**src/rtl/timer_sched_pkg.sv**
```systemverilog
// timer_sched shared definitions: register map, channel states.
package timer_sched_pkg;

  localparam int NUM_CH = 4;

  localparam logic [3:0] ADDR_STATUS  = 4'h0;
  localparam logic [3:0] ADDR_PENDING = 4'h1;
  localparam logic [3:0] ADDR_IRQ_EN  = 4'h2;
  localparam logic [3:0] ADDR_CANCEL  = 4'h3;
  localparam logic [3:0] ADDR_RELOAD  = 4'h4;
  localparam logic [3:0] ADDR_SNAP_LO = 4'hC;
  localparam logic [3:0] ADDR_SNAP_HI = 4'hD;
  localparam logic [3:0] ADDR_MODE    = 4'hE;

  typedef enum logic {
    CH_IDLE = 1'b0,
    CH_RUN  = 1'b1
  } ch_state_e;

endpackage

```
**src/rtl/timer_sched_chan.sv**
```systemverilog
// timer_sched channel: 16-bit ms down-counter, one-shot or auto-reload.
module timer_sched_chan
  import timer_sched_pkg::*;
(
  input  logic        clk_i,
  input  logic        rst_i,
  input  logic        tick,
  input  logic        start,
  input  logic        cancel,
  input  logic [15:0] reload,
  input  logic        auto,
  output logic        busy,
  output logic [15:0] count,
  output logic        expire
);

  ch_state_e   state_q, state_d;
  logic [15:0] count_q, count_d;

  always_ff @(posedge clk_i or posedge rst_i) begin
    if (rst_i) begin
      state_q <= CH_IDLE;
      count_q <= '0;
    end else begin
      state_q <= state_d;
      count_q <= count_d;
    end
  end

  always_comb begin
    state_d = state_q;
    count_d = count_q;
    expire  = 1'b0;
    priority case (1'b1)
      cancel: state_d = CH_IDLE;
      start: begin
        if (reload != 16'd0) begin
          state_d = CH_RUN;
          count_d = reload;
        end else begin
          // zero-length delay expires at once
          state_d = CH_IDLE;
          expire  = 1'b1;
        end
      end
      (state_q == CH_RUN) && tick: begin
        if (count_q == 16'd1) begin
          expire = 1'b1;
          if (auto) count_d = reload;
          else      state_d = CH_IDLE;
        end else begin
          count_d = count_q - 16'd1;
        end
      end
      default: ;
    endcase
  end

  assign busy  = (state_q == CH_RUN);
  assign count = count_q;

endmodule

```
**src/rtl/timer_sched.sv**
```systemverilog
// Four-channel ms timer scheduler with maskable IRQ.
// Define TIMER_SCHED_CHAIN_EN to chain channel 3 onto channel 2 expiries.
module timer_sched
  import timer_sched_pkg::*;
#(
  parameter int CLK_FRE  = 25_175_000,
  parameter int TICK_DIV = CLK_FRE / 1_000
) (
  input  logic       clk_i,
  input  logic       rst_i,
  input  logic       R_W_n,
  input  logic [3:0] reg_addr_i,
  input  logic [7:0] data_i,
  input  logic       timer_cs,
  output logic [7:0] data_o,
  output logic       irq_o
);

  localparam int PW = $clog2(TICK_DIV);
`ifdef TIMER_SCHED_CHAIN_EN
  localparam int MW = 5;
`else
  localparam int MW = 4;
`endif

  logic [PW-1:0]     presc_q;
  logic              tick, tick3, wr;
  logic [NUM_CH-1:0] start, cancel, w1c;
  logic [NUM_CH-1:0] busy, expire;
  logic [NUM_CH-2:0] expire_lo;
  logic              expire3;
  logic [NUM_CH-1:0] pending_q, irq_en_q;
  logic [MW-1:0]     mode_q;
  logic [15:0]       snap_q;
  logic [15:0]       reload_q [NUM_CH];
  logic [15:0]       count [NUM_CH];
  logic [1:0]        rsel;

  assign tick   = (presc_q == PW'(TICK_DIV - 1));
  assign wr     = timer_cs & ~R_W_n;
  assign start  = (wr && reg_addr_i == ADDR_STATUS)  ? data_i[3:0] : '0;
  assign cancel = (wr && reg_addr_i == ADDR_CANCEL)  ? data_i[3:0] : '0;
  assign w1c    = (wr && reg_addr_i == ADDR_PENDING) ? data_i[3:0] : '0;

`ifdef TIMER_SCHED_CHAIN_EN
  assign tick3 = mode_q[4] ? expire_lo[2] : tick;
`else
  assign tick3 = tick;
`endif

  for (genvar i = 0; i < NUM_CH - 1; i++) begin : g_ch
    timer_sched_chan u_chan (
      .clk_i  (clk_i),
      .rst_i  (rst_i),
      .tick   (tick),
      .start  (start[i]),
      .cancel (cancel[i]),
      .reload (reload_q[i]),
      .auto   (mode_q[i]),
      .busy   (busy[i]),
      .count  (count[i]),
      .expire (expire_lo[i])
    );
  end

  timer_sched_chan u_chan3 (
    .clk_i  (clk_i),
    .rst_i  (rst_i),
    .tick   (tick3),
    .start  (start[3]),
    .cancel (cancel[3]),
    .reload (reload_q[3]),
    .auto   (mode_q[3]),
    .busy   (busy[3]),
    .count  (count[3]),
    .expire (expire3)
  );

  assign expire = {expire3, expire_lo};

  always_ff @(posedge clk_i or posedge rst_i) begin
    if (rst_i) begin
      presc_q   <= '0;
      pending_q <= '0;
      irq_en_q  <= '0;
      mode_q    <= '0;
      snap_q    <= '0;
      irq_o     <= 1'b0;
      for (int i = 0; i < NUM_CH; i++) reload_q[i] <= '0;
    end else begin
      presc_q   <= tick ? '0 : presc_q + 1'b1;
      // a fresh expiry wins over a same-cycle clear
      pending_q <= (pending_q & ~w1c) | expire;
      irq_o     <= |(pending_q & irq_en_q);
      if (wr && reg_addr_i == ADDR_IRQ_EN)  irq_en_q <= data_i[3:0];
      if (wr && reg_addr_i == ADDR_MODE)    mode_q   <= data_i[MW-1:0];
      if (wr && reg_addr_i == ADDR_SNAP_LO) snap_q   <= count[data_i[1:0]];
      for (int i = 0; i < NUM_CH; i++) begin
        if (wr && reg_addr_i == ADDR_RELOAD + 4'(2 * i))
          reload_q[i][7:0] <= data_i;
        if (wr && reg_addr_i == ADDR_RELOAD + 4'(2 * i + 1))
          reload_q[i][15:8] <= data_i;
      end
    end
  end

  assign rsel = 2'(reg_addr_i[3:1] - 3'd2);

  always_comb begin
    data_o = 8'h00;
    case (reg_addr_i)
      ADDR_STATUS:  data_o = {pending_q, busy};
      ADDR_PENDING: data_o = {4'd0, pending_q};
      ADDR_IRQ_EN:  data_o = {4'd0, irq_en_q};
      ADDR_SNAP_LO: data_o = snap_q[7:0];
      ADDR_SNAP_HI: data_o = snap_q[15:8];
      ADDR_MODE:    data_o = 8'(mode_q);
      default: begin
        if (reg_addr_i >= ADDR_RELOAD && reg_addr_i < ADDR_SNAP_LO)
          data_o = reg_addr_i[0] ? reload_q[rsel][15:8]
                                 : reload_q[rsel][7:0];
      end
    endcase
  end

endmodule

```
**config.mk**
```make
export PLATFORM = sky130hd
export DESIGN_NAME = timer_sched
export DESIGN_NICKNAME = d
export VERILOG_FILES = /design/src/rtl/timer_sched_pkg.sv /design/src/rtl/timer_sched_chan.sv /design/src/rtl/timer_sched.sv
export SDC_FILE = /design/constraint.sdc
export NUM_CORES = 1
export LEC_CHECK = 0
export ABC_AREA = 1
export ABC_CLOCK_PERIOD_IN_PS = 3900
export CORE_MARGIN = 1.5
export CORE_UTILIZATION = 64
export CTS_BUF_LIST = sky130_fd_sc_hd__clkbuf_4 sky130_fd_sc_hd__clkbuf_8 sky130_fd_sc_hd__clkbuf_16
export CTS_CLUSTER_DIAMETER = 50
export DETAILED_ROUTE_END_ITERATION = 8
export PLACE_DENSITY = 0.83
export SETUP_SLACK_MARGIN = 0.5
export SLEW_MARGIN = 0
export SYNTH_ARGS = -nofsm -noshare
export SYNTH_HDL_FRONTEND = slang
export SYNTH_HIERARCHICAL = 1
export SYNTH_SLANG_ARGS = --single-unit
```
**constraint.sdc**
```tcl
create_clock -name clk_i -period 3.9 [get_ports clk_i]
set_input_delay 0.585 -clock clk_i [delete_from_list [all_inputs] [get_ports clk_i]]
set_output_delay 0.585 -clock clk_i [all_outputs]
set_load 0.05 [all_outputs]
```
==> metrics.md <==
| Metric | Value |
|---|---|
| Worst min path class | `reg -> reg` |
| Initial Utilization | `65.3%` |
| Num rows | `50` |
| Fin Setup TNS | `0 ns` |
| Synth warnings | `6` |
| Cell variety after synth | `36` |
| Clock slew at reported path FFs | `0.07 ns` |
| Layout cells sized above 1 | `7.63%` |
| Placed Cells | `2,090` |
| I/O Buffers | `24` |
| Most frequent cells in the layout | `710 x nand2_1, 291 x nor2_1, 191 x inv_1` |
| Outcome | `completed` |
| Yosys top cell area share | `36.2%` |
| Critical path class | `in -> out` |
| Pre-antenna DRT Iters | `7` |
| Global router's overall resource usage | `39.8%` |
| Non-filler cells, final | `2,122` |
| Fmax achieved | `304 MHz` |
| Critical path's slowest cell | `clkdlybuf4s50_1` |
| Final setup violation count | `0` |
| FFs w/ async S/R, synth | `100%` |
| Mapped Cells | `1,873` |
| Antenna Violating Nets Remaining | `0` |
| Vias in the first global route | `11,000` |
| Max stage delay on crit path | `0.51 ns` |
| Number of nets in the layout | `1,905` |
| Most used cell, CP | `nand2_1` |
| Area contributors post-synth | `dfrtp_1 36%, nand2_1 22%, nor2_1 9.0%` |
| DR DRC count | `0` |
| Routed vias | `12,300` |
| CTS Buffer Depth | `2` |
| Area delta synth->final | `7.75%` |
| DP HPWL | `28.3 mm` |
| DR iter-0 viols | `1,973` |
| Final WL | `38.4 mm` |
| LEAKAGE | `6.83 nW` |
| Post-Place Cell Area | `12,500 um^2` |
| Actual slew at the worst max-slew pin | `1.01 ns` |
| Clock sink count | `176` |
| Die width | `141 um` |
| Commonest non-fill, non-tap cell in the layout | `nand2_1` |
| Max VDD drop | `0.000332 V` |
| Avg Vias per Cell | `5.79` |
| Crit-path cells | `clkdlybuf4s50_1, clkinv_1, ha_1, inv_1, nand2_1, a21boi_4, nand3_1, nand2_1, buf_12` |
| Synth area leader | `dfrtp_1` |
| Worst relative slew slack | `32.6%` |
| Tcrit/Tclk final | `84.3%` |
| Global-route wire length before repair | `60.4 mm` |
| Max Fanout on Critical Path | `8` |
| Tmin final | `3.29 ns` |
| Final instance area | `13,100 um^2` |
| Cts bufs inserted | `17` |
| Post-CTS setup buffer count | `0` |
| Syn Area/Cell | `6.50 um^2` |
| DR WL/cell | `18.1 um` |
| Die H | `141 um` |
| Post-Syn Area | `12,200 um^2` |
| CTS Root Buffer Type | `clkbuf_16` |
| Total Die Area | `19,800 um^2` |
| CP Capture Type | `output pin` |
| Final Wtd Congestion | `1.01` |
| Max Cap Viol | `0` |
| Max-slew violations | `0` |
| Grt ovf | `0` |
| RSZ-0062 raised after global routing | `no` |
| EDFF count, synth | `0` |
| Post-synthesis sequential area ratio | `36.2%` |
| Cell Pwr Density | `428 nW/um^2` |
| Skew-Pair Late Insertion Delay | `0.45 ns` |
| Syn nets | `1,903` |
| Post-synthesis register bit count | `176` |
| Required @ worst endpoint | `3.31 ns` |
| Pin count of the biggest net entering global routing | `44` |
| Core Footprint | `18,600 um^2` |
| Arrival @ worst endpoint | `2.70 ns` |
| Main synth FF type | `dfrtp_1` |
| Final setup skew | `0.00966 ns` |
| Diode count | `0` |
| Type of origin of the critical path | `input port` |
| I/O pin cnt | `25` |
| Initial antenna violation count | `0` |
| Final Hold Fails | `0` |
| H-tree Lvls | `4` |
| TritonCTS clock tree | `built` |
[area by class of cell]
| type | count | area, um^2 |
|---|---|---|
| Multi-Input combinational cell | 1444 | 6620 |
| Fill cell | 1666 | 5530 |
| Sequential cell | 176 | 4400 |
| Inverter | 199 | 751 |
| Clock buffer | 18 | 433 |
| Timing Repair Buffer | 37 | 425 |
| Tap cell | 234 | 293 |
| Clock inverter | 14 | 180 |
[logic make-up after synthesis]
kind of cell / count (synthesis) / synth area share [%]
fa+ha+maj: 14 / 1.44
compound gates: 191 / 8.50
xor+xnor: 20 / 1.44
simple gates: 1219 / 43.0
buf+inv: 253 / 9.42
flops: 176 / 36.2
[sequential cells by signal, indices dropped and copies added, names as in the netlist, 4 cells and up]
| register | cells |
|---|---|
| pending_q | 4 |
| presc_q | 15 |
| snap_q | 16 |
| irq_en_q | 4 |
| u_chan3/count | 16 |
| g_ch.u_chan/count | 48 |
| reload_q | 64 |
| mode_q | 4 |
[critical path, delay by kind of cell]
family / cells / cell delay [ns]
and+or+nand+nor: 3 / 0.61
AOI/OAI and AO/OA: 1 / 0.25
buffers and inverters: 4 / 0.94
adders and majority gates: 1 / 0.31
[stage by stage]
stage | worst slack, ns | utilization (%) | hold WS [ns] | power [W]
finish | 0.614 | 70.3 | 0.517 | 0.00561
global route | 0.546 | 70.3 | 0.565 | 0.00586
CTS | 0.640 | 70.3 | 0.513 | 0.00556
detailed placement | 0.350 | 67.0 | 0.497 | 0.00376
global placement | 0.513 | 67.0 | 0.482 | 0.00372
floorplan | 1.16 | - | 0.454 | 0.00328
[synth_stat cells (2+ instances only)]
cell type / n
inv_2: 6
buf_6: 8
o21bai_1: 4
xnor2_1: 2
nand4_2: 4
nand4_1: 29
o21ai_2: 8
nor2_2: 17
buf_2: 18
or2_2: 4
o21ai_1: 2
nor2_1: 291
nand2_1: 710
nand2_4: 5
a21oi_2: 4
clkbuf_1: 10
nand3b_1: 8
a21oi_1: 30
nor2_4: 20
buf_4: 13
xor2_1: 18
nand3_1: 110
nand2_2: 13
ha_1: 14
inv_1: 192
nand2_8: 4
o21ai_0: 129
dfrtp_1: 176
o22ai_1: 13
buf_12: 4
nor3_4: 2
[layer usage]
metal | vias up | GRT usage [%] | wire length (um)
met5 | - | 0 | 0
met4 | 0 | 16.2 | 1730
met3 | 120 | 10.1 | 4580
met2 | 744 | 57.5 | 16200
met1 | 5581 | 57.0 | 15900
li1 | 5832 | - | -
[power breakdown]
part | leakage [nW] | total, W | internal [W] | switching (W)
combinational | 4.37 | 0.00137 | 0.000458 | 0.000916
clock | 0.289 | 0.00181 | 0.00103 | 0.000789
sequential | 2.18 | 0.00242 | 0.00210 | 0.000324
[what timing repair did]
action	CTS	global route
hold buffers	0	0
gates resized for setup	0	1
endpoints found under the hold margin	0	0
setup endpoints to repair	0	3
[path summary, 6_finish.rpt]
check | startpoint | cells after the start | slack, ns | to
min in group asynchronous | rst_i | 2 | 0.86 | g_ch[2].u_chan/count[14]
setup reg to reg | presc_q[0] | 11 | 1.23 | g_ch[2].u_chan/count[3]
hold / removal | reload_q[54] | 2 | 0.52 | reload_q[54]
max in group asynchronous | rst_i | 3 | 2.09 | reload_q[63]
hold reg to reg | reload_q[54] | 2 | 0.52 | reload_q[54]
setup / recovery | reg_addr_i[2] | 9 | 0.61 | data_o[6]
Note: power is estimated with default switching activity, not from simulation.
